==> config.mk <==
export PLATFORM = sky130hd
export DESIGN_NAME = vcdl_phase_scanner
export DESIGN_NICKNAME = d
export VERILOG_FILES = /design/src/rtl/vcdl_phase_scanner.sv
export SDC_FILE = /design/constraint.sdc
export NUM_CORES = 1
export LEC_CHECK = 0
export ABC_AREA = 1
export BUFFER_PORTS_ARGS = -buffer_cell sky130_fd_sc_hd__buf_2
export CORE_AREA = 2 2 132 134
export CTS_CLUSTER_SIZE = 28
export DETAILED_ROUTE_END_ITERATION = 8
export DIE_AREA = 0 0 134 136
export GPL_ROUTABILITY_DRIVEN = 0
export PLACE_DENSITY_LB_ADDON = 0.15
export SETUP_SLACK_MARGIN = 0.02
export SYNTH_ARGS = -nofsm -noshare
export SYNTH_HDL_FRONTEND = slang
export SYNTH_SLANG_ARGS = --single-unit
==> constraint.sdc <==
create_clock -name CLK -period 1.87 [get_ports CLK]
set_input_delay 0.561 -clock CLK [delete_from_list [all_inputs] [get_ports CLK]]
set_output_delay 0.561 -clock CLK [all_outputs]
set_load 0.005 [all_outputs]
==> src/rtl/vcdl_phase_scanner.sv <==
// VCDL phase scanner: sweeps the loopback IDELAY tap, counts sampled sync hits per tap
// and reports the first tap whose majority level differs from tap 0. Optional watchdog: VCDL_SCAN_TIMEOUT_EN.
module vcdl_phase_scanner #(
   parameter int SAMPLE_LOG2    = 4,
   parameter int SAMPLE_OFFSET  = 1,
   parameter int SETTLE_CYCLES  = 16,
   parameter int TIMEOUT_CYCLES = 4096
) (
   input  logic                   CLK,
   input  logic                   rst_i,
   input  logic                   start_i,
   input  logic                   idelayctrl_rdy_i,
   input  logic                   sync_i,
   input  logic                   vcdl_sync_i,
   output logic [4:0]             delay_o,
   output logic                   load_delay_o,
   output logic                   busy_o,
   output logic                   done_o,
   output logic                   edge_valid_o,
   output logic [4:0]             edge_tap_o,
   input  logic [4:0]             tap_addr_i,
   output logic [SAMPLE_LOG2:0]   tap_hits_o,
   output logic                   timeout_o
);

   // state    | meaning
   // IDLE     | waiting for start_i
   // WAIT_RDY | waiting for IDELAYCTRL ready
   // LOAD     | strobe current tap into the generator
   // SETTLE   | let the IDELAY settle after a load
   // ARM      | waiting for a sync pulse
   // OFFSET   | counting to the sampling point, then sample
   // STORE    | write hit count, update reference/edge
   // FINAL    | load the found edge tap (or 0), finish
   localparam logic [2:0] ST_IDLE     = 3'd0;
   localparam logic [2:0] ST_WAIT_RDY = 3'd1;
   localparam logic [2:0] ST_LOAD     = 3'd2;
   localparam logic [2:0] ST_SETTLE   = 3'd3;
   localparam logic [2:0] ST_ARM      = 3'd4;
   localparam logic [2:0] ST_OFFSET   = 3'd5;
   localparam logic [2:0] ST_STORE    = 3'd6;
   localparam logic [2:0] ST_FINAL    = 3'd7;

   localparam int HW = SAMPLE_LOG2 + 1;
   localparam logic [HW-1:0] NSAMP_FULL = HW'(1 << SAMPLE_LOG2);
   localparam logic [HW-1:0] HALF       = HW'(1 << (SAMPLE_LOG2 - 1));
   localparam logic [HW-1:0] CNT_MAX    = '1;

   logic [2:0]    state_q, state_d;
   logic [4:0]    tap_q, tap_d;
   logic [7:0]    settle_q, settle_d;
   logic [3:0]    off_q, off_d;
   logic [HW-1:0] hits_q, hits_d;
   logic [HW-1:0] nsamp_q, nsamp_d;
   logic [HW-1:0] nsamp_inc;
   logic          ref_q, ref_d;
   logic          scan_valid_q, scan_valid_d;
   logic [4:0]    scan_tap_q, scan_tap_d;
   logic          edge_valid_q, edge_valid_d;
   logic [4:0]    edge_tap_q, edge_tap_d;
   logic          done_q, done_d;
   logic          majority;
   logic [HW-1:0] mem [0:31];
   logic [HW-1:0] tap_hits_q;

`ifdef VCDL_SCAN_TIMEOUT_EN
   localparam int WDW = $clog2(TIMEOUT_CYCLES + 1);
   logic [WDW-1:0] wdog_q, wdog_d;
   logic           timeout_q, timeout_d;
   logic           wait_state;
   assign wait_state = (state_q == ST_ARM) || (state_q == ST_WAIT_RDY);
`endif

   assign majority  = hits_q > HALF;
   assign nsamp_inc = (nsamp_q == CNT_MAX) ? nsamp_q : nsamp_q + 1'b1;

   always_comb begin
      state_d      = state_q;
      tap_d        = tap_q;
      settle_d     = settle_q;
      off_d        = off_q;
      hits_d       = hits_q;
      nsamp_d      = nsamp_q;
      ref_d        = ref_q;
      scan_valid_d = scan_valid_q;
      scan_tap_d   = scan_tap_q;
      edge_valid_d = edge_valid_q;
      edge_tap_d   = edge_tap_q;
      done_d       = 1'b0;
`ifdef VCDL_SCAN_TIMEOUT_EN
      wdog_d       = wdog_q;
      timeout_d    = timeout_q;
`endif
      case (state_q)
         ST_IDLE: begin
            if (start_i) begin
               state_d      = ST_WAIT_RDY;
               tap_d        = 5'd0;
               ref_d        = 1'b0;
               scan_valid_d = 1'b0;
               scan_tap_d   = 5'd0;
            end
         end
         ST_WAIT_RDY: if (idelayctrl_rdy_i) state_d = ST_LOAD;
         ST_LOAD: begin
            settle_d = 8'(SETTLE_CYCLES - 1);
            state_d  = ST_SETTLE;
         end
         ST_SETTLE: begin
            if (settle_q == 8'd0) begin
               state_d = ST_ARM;
               hits_d  = '0;
               nsamp_d = '0;
            end else begin
               settle_d = settle_q - 8'd1;
            end
         end
         ST_ARM: begin
            if (sync_i) begin
               off_d   = 4'(SAMPLE_OFFSET - 1);
               state_d = ST_OFFSET;
            end
         end
         ST_OFFSET: begin
            if (off_q == 4'd0) begin
               if (vcdl_sync_i && hits_q != CNT_MAX) hits_d = hits_q + 1'b1;
               nsamp_d = nsamp_inc;
               state_d = (nsamp_inc >= NSAMP_FULL) ? ST_STORE : ST_ARM;
            end else begin
               off_d = off_q - 4'd1;
            end
         end
         ST_STORE: begin
            if (tap_q == 5'd0) begin
               ref_d = majority;
            end else if (majority != ref_q && !scan_valid_q) begin
               scan_valid_d = 1'b1;
               scan_tap_d   = tap_q;
            end
            if (tap_q == 5'd31) begin
               state_d = ST_FINAL;
            end else begin
               tap_d   = tap_q + 5'd1;
               state_d = ST_LOAD;
            end
         end
         ST_FINAL: begin
            edge_valid_d = scan_valid_q;
            edge_tap_d   = scan_valid_q ? scan_tap_q : 5'd0;
            done_d       = 1'b1;
            state_d      = ST_IDLE;
         end
         default: state_d = ST_IDLE;
      endcase
`ifdef VCDL_SCAN_TIMEOUT_EN
      if (state_q == ST_IDLE && start_i) timeout_d = 1'b0;
      // Expiry only while still stuck waiting; a sync/ready on the last cycle wins.
      if (wait_state && state_d == state_q && wdog_q == '0) begin
         timeout_d    = 1'b1;
         scan_valid_d = 1'b0;
         scan_tap_d   = 5'd0;
         state_d      = ST_FINAL;
      end else if ((state_d == ST_ARM || state_d == ST_WAIT_RDY) && state_d != state_q) begin
         wdog_d = WDW'(TIMEOUT_CYCLES - 1);
      end else if (wait_state && wdog_q != '0) begin
         wdog_d = wdog_q - 1'b1;
      end
`endif
   end

   always_ff @(posedge CLK) begin
      if (rst_i) begin
         state_q      <= ST_IDLE;
         tap_q        <= 5'd0;
         settle_q     <= 8'd0;
         off_q        <= 4'd0;
         hits_q       <= '0;
         nsamp_q      <= '0;
         ref_q        <= 1'b0;
         scan_valid_q <= 1'b0;
         scan_tap_q   <= 5'd0;
         edge_valid_q <= 1'b0;
         edge_tap_q   <= 5'd0;
         done_q       <= 1'b0;
      end else begin
         state_q      <= state_d;
         tap_q        <= tap_d;
         settle_q     <= settle_d;
         off_q        <= off_d;
         hits_q       <= hits_d;
         nsamp_q      <= nsamp_d;
         ref_q        <= ref_d;
         scan_valid_q <= scan_valid_d;
         scan_tap_q   <= scan_tap_d;
         edge_valid_q <= edge_valid_d;
         edge_tap_q   <= edge_tap_d;
         done_q       <= done_d;
      end
   end

`ifdef VCDL_SCAN_TIMEOUT_EN
   always_ff @(posedge CLK) begin
      if (rst_i) begin
         wdog_q    <= '0;
         timeout_q <= 1'b0;
      end else begin
         wdog_q    <= wdog_d;
         timeout_q <= timeout_d;
      end
   end
   assign timeout_o = timeout_q;
`else
   assign timeout_o = 1'b0;
`endif

   // Hit memory is deliberately not reset.
   always_ff @(posedge CLK) begin
      if (state_q == ST_STORE) mem[tap_q] <= hits_q;
      tap_hits_q <= mem[tap_addr_i];
   end

   assign load_delay_o = (state_q == ST_LOAD) || (state_q == ST_FINAL);
   assign delay_o      = (state_q == ST_LOAD)                   ? tap_q      :
                         (state_q == ST_FINAL && scan_valid_q)  ? scan_tap_q : 5'd0;
   assign busy_o       = (state_q != ST_IDLE);
   assign done_o       = done_q;
   assign edge_valid_o = edge_valid_q;
   assign edge_tap_o   = edge_tap_q;
   assign tap_hits_o   = tap_hits_q;

endmodule
=== Word-level counts from Yosys, hierarchy flattened ===
Memory sizes are Yosys's and may differ from the RTL's. A register that Yosys moved wholly into a read port is not among the register bits.
Index checks and enable logic that the tools add are counted.
W data, S select, Z words.

* Add/sub/neg operators: 5
* Order comparisons: 2
* Equal/unequal tests: 23
* Multiplexer cells: 38
* Reduce and logical (&&, ||, !) cells: 22

{| class="wikitable"
|+ Operators with widths
! kind !! number
|-
| $mux W5 || 12
|-
| $pmux W5 S2 || 4
|-
| $ne A2 B2 Y1 const B || 12
|-
| $pmux W3 S8 || 1
|-
| $mux W3 || 6
|-
| $pmux W8 S2 || 1
|-
| $add A5 B1 Y5 const B || 3
|-
| $eq A3 B3 Y1 const B || 4
|-
| $reduce_and A3 Y1 || 4
|-
| $eq A5 B5 Y1 const B || 2
|-
| $logic_not A8 Y1 || 1
|-
| $mux W4 || 2
|-
| $mux W8 || 1
|-
| $pmux W4 S2 || 1
|-
| $reduce_and A4 Y1 || 2
|-
| $reduce_bool A2 Y1 || 4
|-
| $sub A8 B1 Y8 const B || 1
|-
| $mux W1 || 7
|-
| $eq A3 B2 Y1 const B || 2
|-
| $ge A5 B5 Y1 const B || 1
|-
| $gt A5 B4 Y1 const B || 1
|-
| $logic_not A5 Y1 || 1
|-
| $ne A5 B5 Y1 const B || 1
|-
| $reduce_and A5 Y1 || 1
|-
| other kinds (12) || 15
|}

* Register bits: 44
* RAM bits: 160
* Bits of input ports: 11
* Output and inout port bits: 20
* Memories kept: 1

{| class="wikitable"
|+ Memories
! name !! depth !! width !! read ports !! clocked after Yosys merged registers in !! write ports !! line !! RTL
|-
| mem || 32 || 5 || 1 || 1 || 1 || 63 || <nowiki>logic [HW-1:0] mem [0:31];</nowiki>
|}

=== Logic depth before layout (Yosys ltp) ===
Gate-level depths: netlist of the first run.

* Depth after elaboration: 6
* Mapped depth: 12
* Gate-level depth less buffers: 12

=== Worst setup path after synthesis of the first run ===
OpenSTA, ideal clock, no wires.

* Kind: reg2reg
* Start: register hits_q[1]
* End: register hits_q[0]
* Library setup time: 117 ps
* Data arrival time: 1788 ps
* Slack: -34 ps
* Stages on the path, launching flop included: 10
* Path through: dfxtp_1 ha_1 nand2_1 nor2_1 ha_1 o21ai_0 nand2_2 nor2_4 o21ai_0 nor2_1

* Cells in the longest elaborated chain, start to end: 4

{| class="wikitable"
|+ Ends and longest elaborated chain
! what !! line !! RTL
|-
| from (decl) || 53 || <nowiki>logic [HW-1:0] hits_q, hits_d;</nowiki>
|-
| from (signal assigned) || 190 || <nowiki>hits_q <= hits_d;</nowiki>
|-
| $ne A5 B5 Y1 || 126 || <nowiki>if (vcdl_sync_i && hits_q != CNT_MAX) hits_d = hits_q + 1'b1;</nowiki>
|-
| $logic_and A1 B1 Y1 || 126 ||
|-
| $ne A2 B2 Y1 (no line) || - ||
|-
| $reduce_and A4 Y1 (no line) || - ||
|}

No other way between the ends.
A chain may end at the register's enable or synchronous reset.

=== Final worst setup path of the first run ===
* Start: register state_q[1]
* End: output port delay_o[3]

* Cells in the longest elaborated chain, start to end: 4
* Elaborated cells on any way between the ends: 5
* Classes of those cells: eq/ne: 2; mux: 2; reduce/logical: 1

{| class="wikitable"
|+ Ends and longest elaborated chain
! what !! line !! RTL
|-
| from (decl) || 49 || <nowiki>logic [2:0] state_q, state_d;</nowiki>
|-
| from (signal assigned) || 186 || <nowiki>state_q <= state_d;</nowiki>
|-
| $eq A3 B3 Y1 || 224 || <nowiki>(state_q == ST_FINAL && scan_valid_q) ? scan_tap_q : 5'd0;</nowiki>
|-
| $logic_and A1 B1 Y1 || 224 ||
|-
| $mux W5 || 224 ||
|-
| $mux W5 * || 223 || <nowiki>assign delay_o = (state_q == ST_LOAD) ? tap_q :</nowiki>
|-
| to (decl) || 15 || <nowiki>output logic [4:0] delay_o,</nowiki>
|}

Mark *: on every way between the ends. The rest lies on a longest branch, timed or not.

==> run summary, run 1 <==
Post-route clock period utilization: 120%
Root buffer cell: clkbuf_16
Yosys reg bits: 209
Max Clk Rate: 0.444 GHz
Largest net degree at the start of global routing: 46
Max Slew Vio Count: 0
Rows: 48
WP data arrival: 1.69 ns
Setup crit end: delay_o[3]
Hold slack final: 0.388 ns
CORE AREA: 16900 um2
Final ANT Viol Nets: 0
Num CTS Buffers: 22
WS Path Type: flip-flop to output pin
Grt ovf: 0
Die Area: 18200 um2
Synth area leaders: edfxtp_1 53%, nand2_1 12%, dfxtp_1 11%
CTS tree: done
Reg2reg start: state_q[1]$_SDFFE_PP0P_
Max incr delay on CP: 0.33 ns
Diodes inserted: 0
Initial core utilization: 53.9%
Reg-to-reg endpoint: edge_tap_o[4]$_SDFFE_PP0P_
Critical Path End Type: output pin
Tmin final: 2.25 ns
Register Area: 5790 um2
Failing checks: negative setup slack
Initial drt markers: 531
Clk network pwr share: 38.3%
Post-CTS Hold Buffers: 0
Hold WC Path Type: input port to flip-flop
Yosys top cell by area: edfxtp_1
Via count: 6891
Synth Cell Area: 9100 um2
CP max FO: 6
Critical-path cell list: inv_2 > nor3_2 > inv_2 > nor2_4 > nand2_2 > o21ai_1 > buf_2
Global Route Usage Sum: 23.7%
CP dominant cell by count: inv_2
Die height: 136 um
Clock-pin slew on the worst setup and hold paths: 0.06 ns
VDD IR max: 0.807 mV
Synth Instances: 935
Die X: 134 um
Final WL: 21200 um
Reg power frac: 44.9%
Syn Area/Cell: 9.73 um2
Hpwl dp: 13000 um
Mapped Nets: 958
Minimum setup slack after placement: 0.0818 ns
Switching share of power: 26.2%
First-pass GRT wire length: 33900 um
Sink Count: 209
Final worst slack: -0.381 ns
R2R cell count: 15
Pwr Density: 1060 nW/um2
Register area share after synthesis: 63.6%
Outcome: finished, violations left
Syn. warnings: 0
Leak pwr: 4.33 nW
Clk_lat worst skew: 0.50 ns
Post-route DRC violation count: 0
Worst Path Required: 1.31 ns
Initial antenna violation count: 0
I/O Buffers: 29
RSZ-0062 raised after global routing: true
Gate power share: 16.8%
Io pins: 31
Routed WL per cell: 16.5 um
Slowest CP cell: dfxtp_2
Layout cell share with drive strength beyond 1: 20.1%
Drt pass-1 iters: 8
R2R setup slack: -0.30 ns
Final hold vios: 0
Nets: 1065
CP startpoint: state_q[1]$_SDFFE_PP0P_
Commonest non-fill, non-tap cell in the layout: nand2_1
Via/cell ratio: 5.37
Vias in the first global route: 6618
Max-cap violations: 0
Int Pwr: 8.60 mW
Yosys top cell area share: 52.8%
Finish-stage setup viols: 8
Longest Clk Path Bufs: 3
Clock skew: 0.0117 ns
Area occupied by multi-input gates: 3030 um2
Number of H-tree levels: 1
Most frequent cells in the layout: 271 x nand2_1, 160 x edfxtp_1, 152 x nand3_1
Crit start category: flip-flop
Psw: 3.05 mW
Fillcell total: 1352
P&R area growth vs syn: 20.8%
Count of cell types in the netlist: 37
-- stage by stage --
stage | instance area, um2 | setup TNS (ns) | total power, mW | cells | util (%)
after floorplan | 9100 | 0 | 6.60 | 935 | -
after global routing | 11000 | -2.99 | 12.1 | 1283 | 65.2
after global placement | 9890 | 0 | 7.08 | 1212 | 58.6
after detailed placement | 9890 | 0 | 7.09 | 1212 | 58.6
after CTS | 11000 | -2.81 | 11.7 | 1289 | 65.1
final | 11000 | -2.39 | 11.7 | 1283 | 65.2
-- routing by layer --
layer  share of wire, %  wire [um]  vias to the layer above  track usage, %
met5                  0          0                        -               0
met4                1.8        391                        0            6.91
met3                5.5       1150                       33            2.54
met2                 49      10300                      202            40.2
met1                 44       9290                     3279            32.6
li1                   -          -                     3377               -
-- power by group through the flow --
stage               clock (mW)  sequential [mW]  combinational (mW)
floorplan                    0             5.35                1.26
global placement             0             5.32                1.76
detailed placement           0             5.32                1.77
CTS                       4.52             5.23                1.90
global route              4.69             5.25                2.20
finish                    4.46             5.24                1.95
-- area by class of cell --
cell class | count | area share [%]
sequential | 209 | 52.7
multi-input combinational | 630 | 27.6
timing repair buffer | 120 | 8.38
clock buffer | 31 | 5.69
tap | 225 | 2.56
inverter | 59 | 2.04
clock inverter | 9 | 1.09
-- cells in the mapped netlist (all sizes together) --
library cell and n:
inv 58, o211ai 1, a22oi 1, nor3b 3, clkinv 1, nor3 7
nor2 78, ha 12, dfxtp 49, clkbuf 20, a31o 1, buf 17
a21oi 44, nor4 1, xnor2 2, edfxtp 160, a31oi 3, nand4 2
nand2 291, xor2 4, nand3 155, conb 1, o21ai 24
-- how the worst min path moves through the flow --
stage	slack, ns	startpoint	to	cells past startpoint
after detailed placement	0.46	edge_tap_o[4]$_SDFFE_PP0P_	edge_tap_o[4]$_SDFFE_PP0P_	2
after global placement	0.45	edge_tap_o[4]$_SDFFE_PP0P_	edge_tap_o[4]$_SDFFE_PP0P_	2
after global routing	0.40	tap_addr_i[4]	tap_hits_o[3]$_DFF_P_	3
after floorplan	0.44	scan_tap_q[0]$_SDFFE_PP0P_	scan_tap_q[0]$_SDFFE_PP0P_	2
final	0.39	tap_addr_i[4]	tap_hits_o[3]$_DFF_P_	3
after CTS	0.37	tap_addr_i[4]	tap_hits_o[3]$_DFF_P_	3
-- logic make-up (layout without fill, tap and decap cells) --
logic type,Yosys count,count (layout),share of synthesized area (%)
XOR/XNOR,6,6,0.577
AO/OA/AOI/OAI,74,74,4.29
other,1,1,0.0412
AND/OR/NAND/NOR,537,537,25.6
flip-flops,209,209,63.6
adder cells (fa/ha/maj),12,12,1.65
buffers and inverters,96,219,4.23
-- sequential cells by signal, indices dropped and copies added (netlist names) --
signal and cells:
edge_tap_o 5, hits_q 5, tap_hits_o 5, ref_q 1
tap_q 5, scan_tap_q 5, off_q 4, mem 160
nsamp_q 5, edge_valid_o 1, scan_valid_q 1, state_q 3
done_o 1, settle_q 8
-- critical path, delay by kind of cell, from the launching register on --
| kind | cells | cell delay [ns] |
|---|---|---|
| AND/OR/NAND/NOR | 3 | 0.49 |
| AO/OA/AOI/OAI | 1 | 0.11 |
| flip-flops | 1 | 0.33 |
| buffers and inverters | 3 | 0.25 |
-- repair_timing --
action	CTS	global route
buffers inserted	38	5
gates resized for setup	22	26
pin swaps	7	8
setup endpoints to repair	7	179
Note: power is estimated with default switching activity, not from simulation.
==> run 2, diff against run 1 <==
--- a/config.mk
+++ b/config.mk
@@ -6,11 +6,11 @@
 export NUM_CORES = 1
 export LEC_CHECK = 0
 export ABC_AREA = 1
-export BUFFER_PORTS_ARGS = -buffer_cell sky130_fd_sc_hd__buf_2
 export CORE_AREA = 2 2 132 134
 export CTS_CLUSTER_SIZE = 28
 export DETAILED_ROUTE_END_ITERATION = 8
 export DIE_AREA = 0 0 134 136
+export DONT_BUFFER_PORTS = 1
 export GPL_ROUTABILITY_DRIVEN = 0
 export PLACE_DENSITY_LB_ADDON = 0.15
 export SETUP_SLACK_MARGIN = 0.02
==> run 2 against run 1 <==
Compared with the run above: the run still ends with negative setup slack left; via count decreased by 4.7%; setup slack improved by 0.18 ns; die area unchanged; sequential power about the same; hold slack got worse by 0.27 ns; cell count decreased by 3.8%; sequential share of layout area increased by 1.7 points; wire length decreased by 2.4%; largest cell class unchanged; largest power group unchanged; highest routed layer unchanged.
==> run summary, run 2 (synthesized netlist as in run 1, its figures left out) <==
Commonest non-fill, non-tap cell in the layout: nand2_1
Longest Clk Path Bufs: 3
Critical path buffer and inverter count: 2
Crit start category: flip-flop
Failing checks: negative setup slack
Pwr Density: 1090 nW/um2
Root buffer cell: clkbuf_16
Met2 usage: 39.4%
Post-route DRC violation count: 0
Int Pwr: 8.58 mW
Most frequent cells in the layout: 274 x nand2_1, 160 x edfxtp_1, 151 x nand3_1
RSZ-0062 raised after global routing: true
Register Area: 5800 um2
P&R area growth vs syn: 17.2%
Max Slew Vio Count: 0
Most flop-heavy register: mem
Largest registers: mem (160), settle_q (8)
Max-cap violations: 0
Area occupied by multi-input gates: 3030 um2
Switching share of power: 26.3%
Leak pwr: 4.09 nW
Non-filler cells, final: 1234
Via/cell ratio: 5.32
Drt pass-1 iters: 5
Most Crowded Layer GR: met2
Initial drt markers: 531
Critical Path End Type: output pin
Global Route Usage Sum: 23.3%
M3 GR Usage: 3.77%
Hpwl dp: 12800 um
Grt ovf: 0
Clk_lat worst skew: 0.51 ns
First-pass GRT wire length: 33300 um
Sink Count: 209
Die height: 136 um
Tmin final: 2.07 ns
Rows: 48
Io pins: 31
Nets: 1016
Layout cell share with drive strength beyond 1: 16.3%
Max incr delay on CP: 0.33 ns
Max Clk Rate: 0.483 GHz
Largest net degree at the start of global routing: 82
Clk network pwr share: 38.0%
Core Util, Final: 63.2%
Slowest CP cell: dfxtp_2
Hold WC Path Type: input port to flip-flop
Grt met1 use: 31.6%
CP max FO: 6
I/O Buffers: 0
WS Path Type: flip-flop to output pin
Finish-stage setup viols: 7
CORE AREA: 16900 um2
CTS tree: done
Final worst slack: -0.201 ns
Post-CTS Hold Buffers: 0
Via count: 6569
Final ANT Viol Nets: 0
Die Area: 18200 um2
Initial core utilization: 53.9%
# placed instances: 1179
Initial antenna violation count: 0
Num CTS Buffers: 22
VDD IR max: 1.04 mV
Max reg flops: 160
Diodes inserted: 0
Number of H-tree levels: 1
Gate power share: 16.9%
Post-route clock period utilization: 111%
Outcome: finished, violations left
Psw: 3.06 mW
Clock skew: 0.0168 ns
CP dominant cell by count: inv_2
Die X: 134 um
Reg power frac: 45.1%
CP top delay family: simple AND/OR/NAND/NOR gates
Worst Path Required: 1.31 ns
WP data arrival: 1.51 ns
Final WL: 20600 um
Vias in the first global route: 6350
Clock-pin slew on the worst setup and hold paths: 0.06 ns
Critical-path cell list: inv_2 > nor3_4 > inv_2 > nor2_4 > nand2_1 > o21ai_2
Routed WL per cell: 16.7 um
Fillcell total: 1394
Final hold vios: 0
[run 2: cell type report]
class                   count  area share, %
flip-flops and latches    209           54.4
clock inverters            12           1.28
multi-input cells         630           28.4
well taps                 225           2.64
repair buffers             71           5.49
inverters                  59           2.17
clock buffers              28           5.66
[run 2: metal layers]
metal | wire (um) | up-vias
met3 | 1040 | 27
met5 | 0 | -
met1 | 9270 | 3103
met2 | 9990 | 157
li1 | - | 3282
met4 | 348 | 0
[run 2: path summary, 6_finish.rpt]
kind,from,endpoint,slack (ns),cells after the start
worst max-delay path,state_q[0]$_SDFFE_PP0P_,delay_o[3],-0.20,6
worst min-delay path,rst_i,settle_q[2]$_SDFFE_PP0P_,0.12,1
worst max register to register,state_q[1]$_SDFFE_PP0P_,state_q[0]$_SDFFE_PP0P_,0.12,11
worst min register to register,scan_tap_q[0]$_SDFFE_PP0P_,scan_tap_q[0]$_SDFFE_PP0P_,0.46,2
[run 2: power by group through the flow]
| stage | combinational (mW) | clock [mW] | sequential [mW] |
|---|---|---|---|
| floorplan | 1.26 | 0 | 5.35 |
| global placement | 1.60 | 0 | 5.34 |
| detailed placement | 1.61 | 0 | 5.34 |
| CTS | 1.81 | 4.51 | 5.25 |
| global route | 2.21 | 4.68 | 5.26 |
| finish | 1.97 | 4.43 | 5.25 |
[run 2: stage by stage]
step | setup TNS (ns) | hold slack [ns] | total power, mW | setup WS, ns | area (um2)
final | -1.03 | 0.119 | 11.6 | -0.201 | 10700
after global routing | -1.46 | 0.0934 | 12.1 | -0.277 | 10700
after CTS | -1.08 | 0.0938 | 11.6 | -0.198 | 10600
after detailed placement | 0 | 0.447 | 6.94 | 0.124 | 9680
after global placement | 0 | 0.448 | 6.93 | 0.151 | 9680
after floorplan | 0 | 0.439 | 6.60 | 0.164 | 9100
[run 2: timing repair]
item / in CTS / in global routing
setup buffers: 11 / 5
pin swaps: 5 / 5
endpoints found under the setup margin: 7 / 43
resized for setup: 25 / 26
[run 2: worst register-to-register path, stage by stage, from the launching register on]
cell and delay (ns):
dfxtp_2 0.34, buf_6 0.12, buf_6 0.11, buf_4 0.13
nand3_2 0.15, inv_1 0.11, o21ai_2 0.11, nand2_2 0.16
nor2_4 0.13, nand2_1 0.06, o21ai_1 0.17, inv_1 0.05
